## config.mk

```make
export PLATFORM = sky130hd
export DESIGN_NAME = sram_ctrl_flat
export DESIGN_NICKNAME = d
export VERILOG_FILES = /design/src/rtl/sram_ctrl_if.sv /design/src/rtl/sram_ctrl.sv /design/src/flat_wrapper.sv
export SDC_FILE = /design/constraint.sdc
export NUM_CORES = 1
export LEC_CHECK = 0
export ABC_AREA = 1
export CORE_MARGIN = 4
export CORE_UTILIZATION = 40
export CTS_CLUSTER_DIAMETER = 30
export CTS_CLUSTER_SIZE = 16
export DETAILED_ROUTE_END_ITERATION = 16
export GPL_TIMING_DRIVEN = 0
export PLACE_DENSITY = 0.79
export SLEW_MARGIN = 15
export SYNTH_ARGS = -nofsm -noshare
export SYNTH_HDL_FRONTEND = slang
export SYNTH_SLANG_ARGS = --single-unit
```

## constraint.sdc

```tcl
create_clock -name clk -period 1.45 [get_ports clk]
set_input_delay 0.145 -clock clk [delete_from_list [all_inputs] [get_ports clk]]
set_output_delay 0.145 -clock clk [all_outputs]
set_load 0.005 [all_outputs]
```

## src/rtl/sram_ctrl_if.sv

```systemverilog
// CPU-side request/response bundle for sram_ctrl.
// master: load/store unit side; slave: the controller.
interface sram_ctrl_if #(
   parameter int unsigned ADDR_W = 32,
   parameter int unsigned DATA_W = 32
);
   logic              req;
   logic              req_we;
   logic [ADDR_W-1:0] req_addr;
   logic [DATA_W-1:0] req_wdata;
   logic              ready;
   logic              done;
   logic              err;
   logic [DATA_W-1:0] rdata;

   modport master (
      output req, req_we, req_addr, req_wdata,
      input  ready, done, err, rdata
   );

   modport slave (
      input  req, req_we, req_addr, req_wdata,
      output ready, done, err, rdata
   );
endinterface

```

## src/rtl/sram_ctrl.sv

```systemverilog
// Synchronous initiator for an asynchronous SRAM.
// Each accepted word access walks SETUP -> ACCESS (WAIT_CYCLES) -> HOLD -> DONE, with every
// output registered. Misaligned requests take a single ERR cycle and touch no strobe.
module sram_ctrl #(
   parameter int unsigned ADDR_W      = 32,
   parameter int unsigned DATA_W      = 32,
   parameter int unsigned WAIT_CYCLES = 2   // legal range 1..15
) (
   input  logic              clk,
   input  logic              rst,
   sram_ctrl_if.slave        bus,
   output logic              sram_cs,
   output logic              sram_oe,
   output logic              sram_we,
   output logic [ADDR_W-1:0] sram_addr,
   output logic [DATA_W-1:0] sram_din,
   input  logic [DATA_W-1:0] sram_dout
);

   typedef enum logic [2:0] {
      StIdle,
      StErr,
      StSetup,
      StAccess,
      StHold,
      StDone
   } state_e;

   state_e            state_q;
   logic [3:0]        cnt_q;
   logic              wr_q;
   logic              ready_q;
   logic              done_q;
   logic              err_q;
   logic [DATA_W-1:0] rdata_q;

   assign bus.ready = ready_q;
   assign bus.done  = done_q;
   assign bus.err   = err_q;
   assign bus.rdata = rdata_q;

   // Access sequencer; outputs are set on the edge entering the state they belong to.
   always_ff @(posedge clk) begin
      if (rst) begin
         state_q   <= StIdle;
         cnt_q     <= '0;
         wr_q      <= 1'b0;
         ready_q   <= 1'b1;
         done_q    <= 1'b0;
         err_q     <= 1'b0;
         rdata_q   <= '0;
         sram_cs   <= 1'b0;
         sram_oe   <= 1'b0;
         sram_we   <= 1'b0;
         sram_addr <= '0;
         sram_din  <= '0;
      end else begin
         done_q <= 1'b0;
         err_q  <= 1'b0;
         case (state_q)
            StIdle: begin
               if (bus.req) begin
                  ready_q <= 1'b0;
                  if (bus.req_addr[1:0] != 2'b00) begin
                     err_q   <= 1'b1;
                     state_q <= StErr;
                  end else begin
                     wr_q      <= bus.req_we;
                     sram_cs   <= 1'b1;
                     sram_addr <= bus.req_addr;
                     sram_din  <= bus.req_wdata;
                     state_q   <= StSetup;
                  end
               end
            end
            StErr: begin
               ready_q <= 1'b1;
               state_q <= StIdle;
            end
            StSetup: begin
               // Address has been stable a full cycle before the strobe rises.
               sram_oe <= ~wr_q;
               sram_we <= wr_q;
               cnt_q   <= 4'(WAIT_CYCLES - 1);
               state_q <= StAccess;
            end
            StAccess: begin
               if (cnt_q == 4'd0) begin
                  if (!wr_q) begin
                     rdata_q <= sram_dout;
                  end
                  sram_oe <= 1'b0;
                  sram_we <= 1'b0;
                  state_q <= StHold;
               end else begin
                  cnt_q <= cnt_q - 4'd1;
               end
            end
            StHold: begin
               // cs/addr/din stayed put for one cycle after we fell.
               sram_cs <= 1'b0;
               done_q  <= 1'b1;
               state_q <= StDone;
            end
            StDone: begin
               ready_q <= 1'b1;
               state_q <= StIdle;
            end
            default: begin
               ready_q <= 1'b1;
               sram_cs <= 1'b0;
               sram_oe <= 1'b0;
               sram_we <= 1'b0;
               state_q <= StIdle;
            end
         endcase
      end
   end

endmodule

```

## src/flat_wrapper.sv

```systemverilog
// flat-port wrapper written by rule: the top's interface ports become plain ports
module sram_ctrl_flat 
#(
   parameter int unsigned ADDR_W      = 32,
   parameter int unsigned DATA_W      = 32,
   parameter int unsigned WAIT_CYCLES = 2                       
)
  (clk, rst, sram_cs, sram_oe, sram_we, sram_addr, sram_din, sram_dout, bus_req, bus_req_we, bus_req_addr, bus_req_wdata, bus_ready, bus_done, bus_err, bus_rdata);
  sram_ctrl_if #(.ADDR_W(ADDR_W), .DATA_W(DATA_W)) bus_i ();
  input  logic clk;
  input  logic rst;
  output logic sram_cs;
  output logic sram_oe;
  output logic sram_we;
  output logic [ADDR_W-1:0] sram_addr;
  output logic [DATA_W-1:0] sram_din;
  input  logic [DATA_W-1:0] sram_dout;
  input wire logic [$bits(bus_i.req)-1:0] bus_req;
  input wire logic [$bits(bus_i.req_we)-1:0] bus_req_we;
  input wire logic [$bits(bus_i.req_addr)-1:0] bus_req_addr;
  input wire logic [$bits(bus_i.req_wdata)-1:0] bus_req_wdata;
  output wire logic [$bits(bus_i.ready)-1:0] bus_ready;
  output wire logic [$bits(bus_i.done)-1:0] bus_done;
  output wire logic [$bits(bus_i.err)-1:0] bus_err;
  output wire logic [$bits(bus_i.rdata)-1:0] bus_rdata;
  assign bus_i.req = bus_req;
  assign bus_i.req_we = bus_req_we;
  assign bus_i.req_addr = bus_req_addr;
  assign bus_i.req_wdata = bus_req_wdata;
  assign bus_ready = bus_i.ready;
  assign bus_done = bus_i.done;
  assign bus_err = bus_i.err;
  assign bus_rdata = bus_i.rdata;
  sram_ctrl #(.ADDR_W(ADDR_W), .DATA_W(DATA_W), .WAIT_CYCLES(WAIT_CYCLES)) u_core (.clk(clk), .rst(rst), .bus(bus_i), .sram_cs(sram_cs), .sram_oe(sram_oe), .sram_we(sram_we), .sram_addr(sram_addr), .sram_din(sram_din), .sram_dout(sram_dout));
endmodule
```

==> results of run 1 <==
[what timing repair did]
item | 4_1_cts | 5_1_grt
endpoints found under the hold margin | 0 | 0
gates cloned | 1 | 1
hold buffers | 0 | 0
pin swaps | 2 | 5
endpoints found under the setup margin | 63 | 96
buffers inserted | 2 | 1
gates resized for setup | 18 | 65
[kinds of logic after synthesis]
kind of cell             Yosys count  share of synthesized area, %
AO/OA/AOI/OAI                    109                          13.8
adder cells (fa/ha/maj)            2                         0.625
buffers and inverters             47                          6.75
flip-flops                       110                          55.0
AND/OR/NAND/NOR                  238                          23.8
[layout make-up]
class	count	area (um2)
Timing Repair Buffer	205	2050
Multi-Input combinational cell	349	1560
Tap cell	133	166
Buffer	30	233
Fill cell	850	3270
Inverter	17	71.3
Sequential cell	110	2210
Clock buffer	13	149
Clock inverter	3	67.6
[flip-flops by register name, indices dropped and copies added (netlist names)]
signal and cells:
u_core.bus.err 1, u_core.sram_we 1, u_core.cnt_q 4, u_core.bus.ready 1, u_core.wr_q 1, u_core.sram_addr 32, u_core.bus.rdata 32, u_core.sram_din 32
u_core.sram_cs 1, u_core.state_q 3, u_core.sram_oe 1, u_core.bus.done 1
[per-stage QoR]
stage,power [mW],std cells
2_1_floorplan,3.73,506
3_3_place_gp,4.34,839
3_5_place_dp,4.38,839
4_1_cts,6.39,858
5_1_grt,6.64,860
6_report,6.33,860
[worst max-delay path by stage]
stage	end	cells past startpoint
floorplan	u_core.cnt_q[3]$_SDFFE_PP0P_	8
global placement	u_core.sram_din[17]$_SDFFE_PP0P_	9
detailed placement	u_core.sram_din[16]$_SDFFE_PP0P_	8
CTS	u_core.sram_din[17]$_SDFFE_PP0P_	8
global route	u_core.sram_din[17]$_SDFFE_PP0P_	8
finish	u_core.bus.rdata[17]$_SDFFE_PP0P_	7
[routing by layer]
layer	GRT usage [%]	share of wire, %	routed length [um]	vias to the layer above
li1	-	-	-	2047
met1	22.4	40	4890	1838
met2	36.6	51	6300	126
met3	5.67	6.8	838	19
met4	7.03	2.2	267	0
met5	0	0	0	-
[where the power goes]
| part | internal (mW) | switching (mW) | total, mW |
|---|---|---|---|
| combinational | 0.645 | 0.440 | 1.08 |
| sequential | 3.17 | 0.0864 | 3.26 |
| clock | 1.02 | 0.966 | 1.99 |
| total | 4.84 | 1.49 | 6.33 |
[cell usage in the layout, fill, tap and decap left out, types with 4 or more instances in the layout]
cell | synthesis | final
buf_4 | 0 | 5
inv_2 | 2 | 4
a21oi_1 | 10 | 10
inv_1 | 13 | 11
nand2_2 | 1 | 4
nor2_2 | 10 | 8
dfxtp_2 | 0 | 5
clkbuf_8 | 0 | 12
clkbuf_1 | 14 | 14
buf_2 | 1 | 5
nand3_1 | 8 | 8
o21ai_1 | 0 | 40
o21ai_2 | 0 | 4
dfxtp_1 | 110 | 105
buf_6 | 9 | 8
o21ai_0 | 97 | 53
nand2_1 | 21 | 18
nor2_1 | 192 | 192
clkdlybuf4s50_1 | 0 | 199
==> flow_summary.json, run 1 <==
{
  "power_leakage_nw": 2.44,
  "routedWlPerCell_um": 14.3,
  "die_area_um2": 11700,
  "critPathBufInv": 2,
  "synth_most_common_cell": "nor2_1",
  "hold_viol_final": 0,
  "min_period_over_period_pct": 96.7,
  "ys_ff_latch": 110,
  "grt_pass1_vias": 3880,
  "end_kind": "flop",
  "cts_num_sinks": 110,
  "worst_slack_ns": 0.0482,
  "hold_path_end": "u_core.state_q[0]$_SDFFE_PP0P_",
  "rsz0062_at_grt": "true",
  "fin_crit_ns": 1.40,
  "path_delay_family": "simple AND/OR/NAND/NOR gates",
  "async_flop_share_pct": 0,
  "ant_nets": 0,
  "synth_top_area_share_pct": 55.0,
  "grtUsageTotal_pct": 20.1,
  "synthTopCellsByCount": "nor2_1, dfxtp_1, o21ai_0",
  "die_w_um": 108,
  "routabilityCongestion": 0.817,
  "relSlewSlack_pct": 69.8,
  "final_nets": 824,
  "grt_pass1_wl_um": 18600,
  "postPlaceCellArea_um2": 6170,
  "fin_util_pct": 66.6,
  "synth_flop_cell": "dfxtp_1",
  "root_buffer": "clkbuf_8",
  "drc": 0,
  "grt_start_max_net_pins": 17,
  "crit_arrival_ns": 1.66,
  "dp_slack_ns": -0.280,
  "netlist.top_cell.by_area": "dfxtp_1",
  "max_freq_mhz": 713,
  "synth_edf_count": 0,
  "yosys.cell_types.count": 24,
  "crit_chain": "nand2_1 -> nor2_4 -> nand4_1 -> buf_4 -> clkbuf_8 -> o21ai_0 -> nor2_1",
  "drt_iter0_markers": 144,
  "path_clk_slew_ns": 0.10,
  "required_ns": 1.70,
  "worstReg2RegEnd": "u_core.bus.rdata[17]$_SDFFE_PP0P_",
  "first_pass_iters": 5,
  "insertion_delay_ns": 0.36,
  "cts_buffers": 9,
  "drv_slew": 0,
  "worst_r2r_path_depth": 7,
  "rows": 36,
  "yosysWarnings": 0,
  "holdPathStages": 2,
  "grt-ovfl-total": 0,
  "hold_path_class": "in -> reg",
  "worstMarginPinSlew_ns": 0.453,
  "hpwl_um": 9440,
  "die_h_um": 108,
  "worst_path_max_delay_cell": "dfxtp_2",
  "area_growth_pct": 62.6,
  "r2r-start": "u_core.state_q[1]$_SDFFE_PP0P_",
  "via_count": 4030,
  "synthCells": 506,
  "fp.coreArea_um2": 9770,
  "htree_levels": 3,
  "status": "finished clean",
  "max_stage_delay_ns": 0.39,
  "ys_seq_area_share_pct": 55.0,
  "syn-num-nets": 608,
  "path_max_fanout": 10,
  "diodes": 0,
  "hp-start": "rst",
  "syn_area_um2": 4000,
  "clk_path_buf_depth": 2,
  "reg2reg_slack_ns": 0.05,
  "startpoint_type": "flop",
  "port_buffers": 200,
  "power.density_nw_per_um2": 974,
  "cap_violations": 0,
  "initial_core_util_pct": 40.9,
  "startpoint": "u_core.state_q[1]$_SDFFE_PP0P_",
  "fin_tns_setup_ns": 0,
  "cts_tree": "done",
  "grt_antenna_before_repair": 0,
  "drive_above_1_share_pct": 9.22,
  "worstSetupPathType": "reg -> reg",
  "vias_per_cell": 4.69,
  "floorplan.io_pins": 202,
  "wl_um": 12300,
  "ys_top_cells_by_area": "dfxtp_1, nor2_1, o21ai_0",
  "finalSetupViolations": 0,
  "final_area_um2": 6500,
  "fin_skew_ns": 0.0133,
  "holdWs_ns": 0.0596,
  "ir_drop_uv": 526,
  "syn_avg_cell_area_um2": 7.91
}
(Power assumes the default switching activity.)
==> inputs of run 2 (changes only) <==
--- a/config.mk
+++ b/config.mk
@@ -13,7 +13,7 @@
 export DETAILED_ROUTE_END_ITERATION = 16
 export GPL_TIMING_DRIVEN = 0
 export PLACE_DENSITY = 0.79
-export SLEW_MARGIN = 15
+export SLEW_MARGIN = 20
 export SYNTH_ARGS = -nofsm -noshare
 export SYNTH_HDL_FRONTEND = slang
 export SYNTH_SLANG_ARGS = --single-unit
==> results of run 2 <==
Same layout as run 1: the final DEF is identical, and so are final timing and power.
==> inputs of run 3 (changes only) <==
--- a/config.mk
+++ b/config.mk
@@ -12,7 +12,7 @@
 export CTS_CLUSTER_SIZE = 16
 export DETAILED_ROUTE_END_ITERATION = 16
 export GPL_TIMING_DRIVEN = 0
-export PLACE_DENSITY = 0.79
+export PLACE_DENSITY_LB_ADDON = 0.08
 export SLEW_MARGIN = 20
 export SYNTH_ARGS = -nofsm -noshare
 export SYNTH_HDL_FRONTEND = slang
==> constraint.sdc (replaced) <==
create_clock -name clk -period 1.45 [get_ports clk]
set_input_delay 0.435 -clock clk [delete_from_list [all_inputs] [get_ports clk]]
set_output_delay 0.435 -clock clk [all_outputs]
set_load 0.005 [all_outputs]
==> run 3 against run 2 <==
Net effect: via count rose by 1.7%; total power decreased by 1.2%; final cell count increased by 0.58%; critical path depth shrank 6; setup slack improved by 0.0072 ns; global-route usage up 0.10 points; non-clock buffer count up 6; highest routed layer unchanged; core utilization increased by 0.96 points; maximum frequency up 0.52%; worst hold slack gained 0.31 ns.
==> flow_summary.json, run 3 (synthesis results as in run 1) <==
{
  "dp_slack_ns": -0.436,
  "path_max_fanout": 2,
  "status": "finished clean",
  "postPlaceCellArea_um2": 6170,
  "drc": 0,
  "grt_start_max_net_pins": 17,
  "dpl.cell_count": 839,
  "power.density_nw_per_um2": 948,
  "rsz0062_at_grt": "true",
  "path_delay_family": "flip-flops",
  "via_count": 4098,
  "grtUsageTotal_pct": 20.2,
  "max_stage_delay_ns": 0.34,
  "final_nets": 830,
  "initial_core_util_pct": 40.9,
  "hold_viol_final": 0,
  "ant_nets": 0,
  "worstMarginPinSlew_ns": 0.480,
  "swShare_pct": 24.2,
  "r2r-start": "u_core.state_q[0]$_SDFFE_PP0P_",
  "htree_levels": 3,
  "cts_num_sinks": 110,
  "crit_cells": 1,
  "root_buffer": "clkbuf_8",
  "drt_iter0_markers": 126,
  "pwr-share-seq_pct": 52.1,
  "final_common_cell": "nor2_1",
  "fin_util_pct": 67.5,
  "required_ns": 1.02,
  "ir_drop_uv": 605,
  "drive_above_1_share_pct": 18.2,
  "diodes": 0,
  "insertion_delay_ns": 0.35,
  "port_buffers": 200,
  "routedWlPerCell_um": 14.2,
  "power_leakage_nw": 2.99,
  "relSlewSlack_pct": 68.0,
  "power_switching_mw": 1.51,
  "fin_cells": 865,
  "end_kind": "output port",
  "holdPathStages": 3,
  "rows": 36,
  "cts_buffers": 9,
  "vias_per_cell": 4.74,
  "clk_path_buf_depth": 2,
  "routabilityCongestion": 0.860,
  "hold_path_class": "in -> reg",
  "wl_um": 12300,
  "worst_slack_ns": 0.0554,
  "finalSetupViolations": 0,
  "critPathBufInv": 1,
  "crit_arrival_ns": 0.96,
  "fin_crit_ns": 1.39,
  "grt_pass1_vias": 3987,
  "first_pass_iters": 4,
  "die_h_um": 108,
  "grt_pass1_wl_um": 18900,
  "die_w_um": 108,
  "clock_power_share_pct": 30.9,
  "area_growth_pct": 64.9,
  "path_clk_slew_ns": 0.10,
  "p_int_mw": 4.74,
  "power_frac_comb_pct": 17.0,
  "cap_violations": 0,
  "reg2reg_slack_ns": 0.06,
  "max_freq_mhz": 717,
  "grt-ovfl-total": 0,
  "worst_path_max_delay_cell": "dfxtp_2",
  "worstReg2RegEnd": "u_core.bus.rdata[26]$_SDFFE_PP0P_",
  "hpwl_um": 9020,
  "min_period_over_period_pct": 96.2,
  "worst_r2r_path_depth": 7,
  "final_area_um2": 6600,
  "hp-start": "bus_req",
  "cts_tree": "done",
  "floorplan.io_pins": 202,
  "fin_skew_ns": 0.00988,
  "final_cell_mix": "nor2_1, dlygate4sd2_1, clkdlybuf4s50_1",
  "fp.coreArea_um2": 9770,
  "grt_antenna_before_repair": 0,
  "die_area_um2": 11700,
  "drv_slew": 0,
  "worstSetupPathType": "reg -> out",
  "crit_chain": "dlygate4sd2_1",
  "hold_path_end": "u_core.bus.err$_SDFF_PP0_",
  "startpoint_type": "flop",
  "total_power_mw": 6.26
}
-- run 3: cell count changes in the layout (fill, tap and decap cells not counted), moves of 3 or more --
cell,previous run,this run
o21ai_1,40,56
buf_4,5,10
dfxtp_2,5,50
dfxtp_4,0,3
buf_2,5,1
dlygate4sd2_1,0,101
dfxtp_1,105,57
nand2_1,18,15
o21ai_2,4,9
clkdlybuf4s50_1,199,95
o21ai_0,53,32
-- run 3: worst min-delay path: stages --
cell            delay, ns
dlymetal6s2s_1       0.13
inv_2                0.07
nor3_1               0.05
-- run 3: layer usage --
layer / part of all wire (%) / up-vias / routed length (um) / track usage (%)
met3: 6.9 / 31 / 845 / 4.54
li1: - / 2068 / - / -
met4: 3.9 / 0 / 484 / 9.38
met2: 49 / 169 / 6020 / 34.5
met1: 40 / 1830 / 4970 / 24.2
met5: 0 / - / 0 / 0
-- run 3: how the worst max path moves through the flow --
| stage | startpoint | to |
|---|---|---|
| finish | u_core.sram_addr[18]$_SDFFE_PP0P_ | sram_addr[18] |
| global route | u_core.state_q[1]$_SDFFE_PP0P_ | u_core.sram_addr[18]$_SDFFE_PP0P_ |
| CTS | bus_req | u_core.sram_addr[8]$_SDFFE_PP0P_ |
| detailed placement | bus_req | u_core.sram_din[12]$_SDFFE_PP0P_ |
| global placement | bus_req | u_core.sram_din[0]$_SDFFE_PP0P_ |
| floorplan | rst | u_core.cnt_q[2]$_SDFFE_PP0P_ |
-- run 3: power groups by stage --
stage          clock network (mW)  registers, mW  logic [mW]
6_report                     1.94           3.26        1.06
2_1_floorplan                   0           3.33       0.402
4_1_cts                      2.00           3.26       0.983
3_3_place_gp                    0           3.31        1.03
5_1_grt                      2.14           3.28        1.17
3_5_place_dp                    0           3.32        1.05
-- run 3: layout make-up --
type                    count  area [um2]
flip-flops and latches    110        2280
multi-input cells         349        1600
plain buffers              29         246
well taps                 133         166
repair buffers            212        2020
fillers                   892        3180
clock inverters             4        72.6
clock buffers              11         131
inverters                  17        83.8
-- run 3: repair_timing --
action / 4_1_cts / 5_1_grt
pin swaps: 2 / 5
setup buffers: 5 / 5
hold buffers: 0 / 0
setup endpoints to repair: 168 / 104
gates cloned: 0 / 2
resized for setup: 180 / 104
-- run 3: metrics by stage --
stage	hold WS [ns]	TNS (ns)
2_1_floorplan	0.441	0
3_3_place_gp	0.432	-29.99
3_5_place_dp	0.434	-32.68
4_1_cts	0.358	-0.00390
5_1_grt	0.385	-0.142
6_report	0.373	0
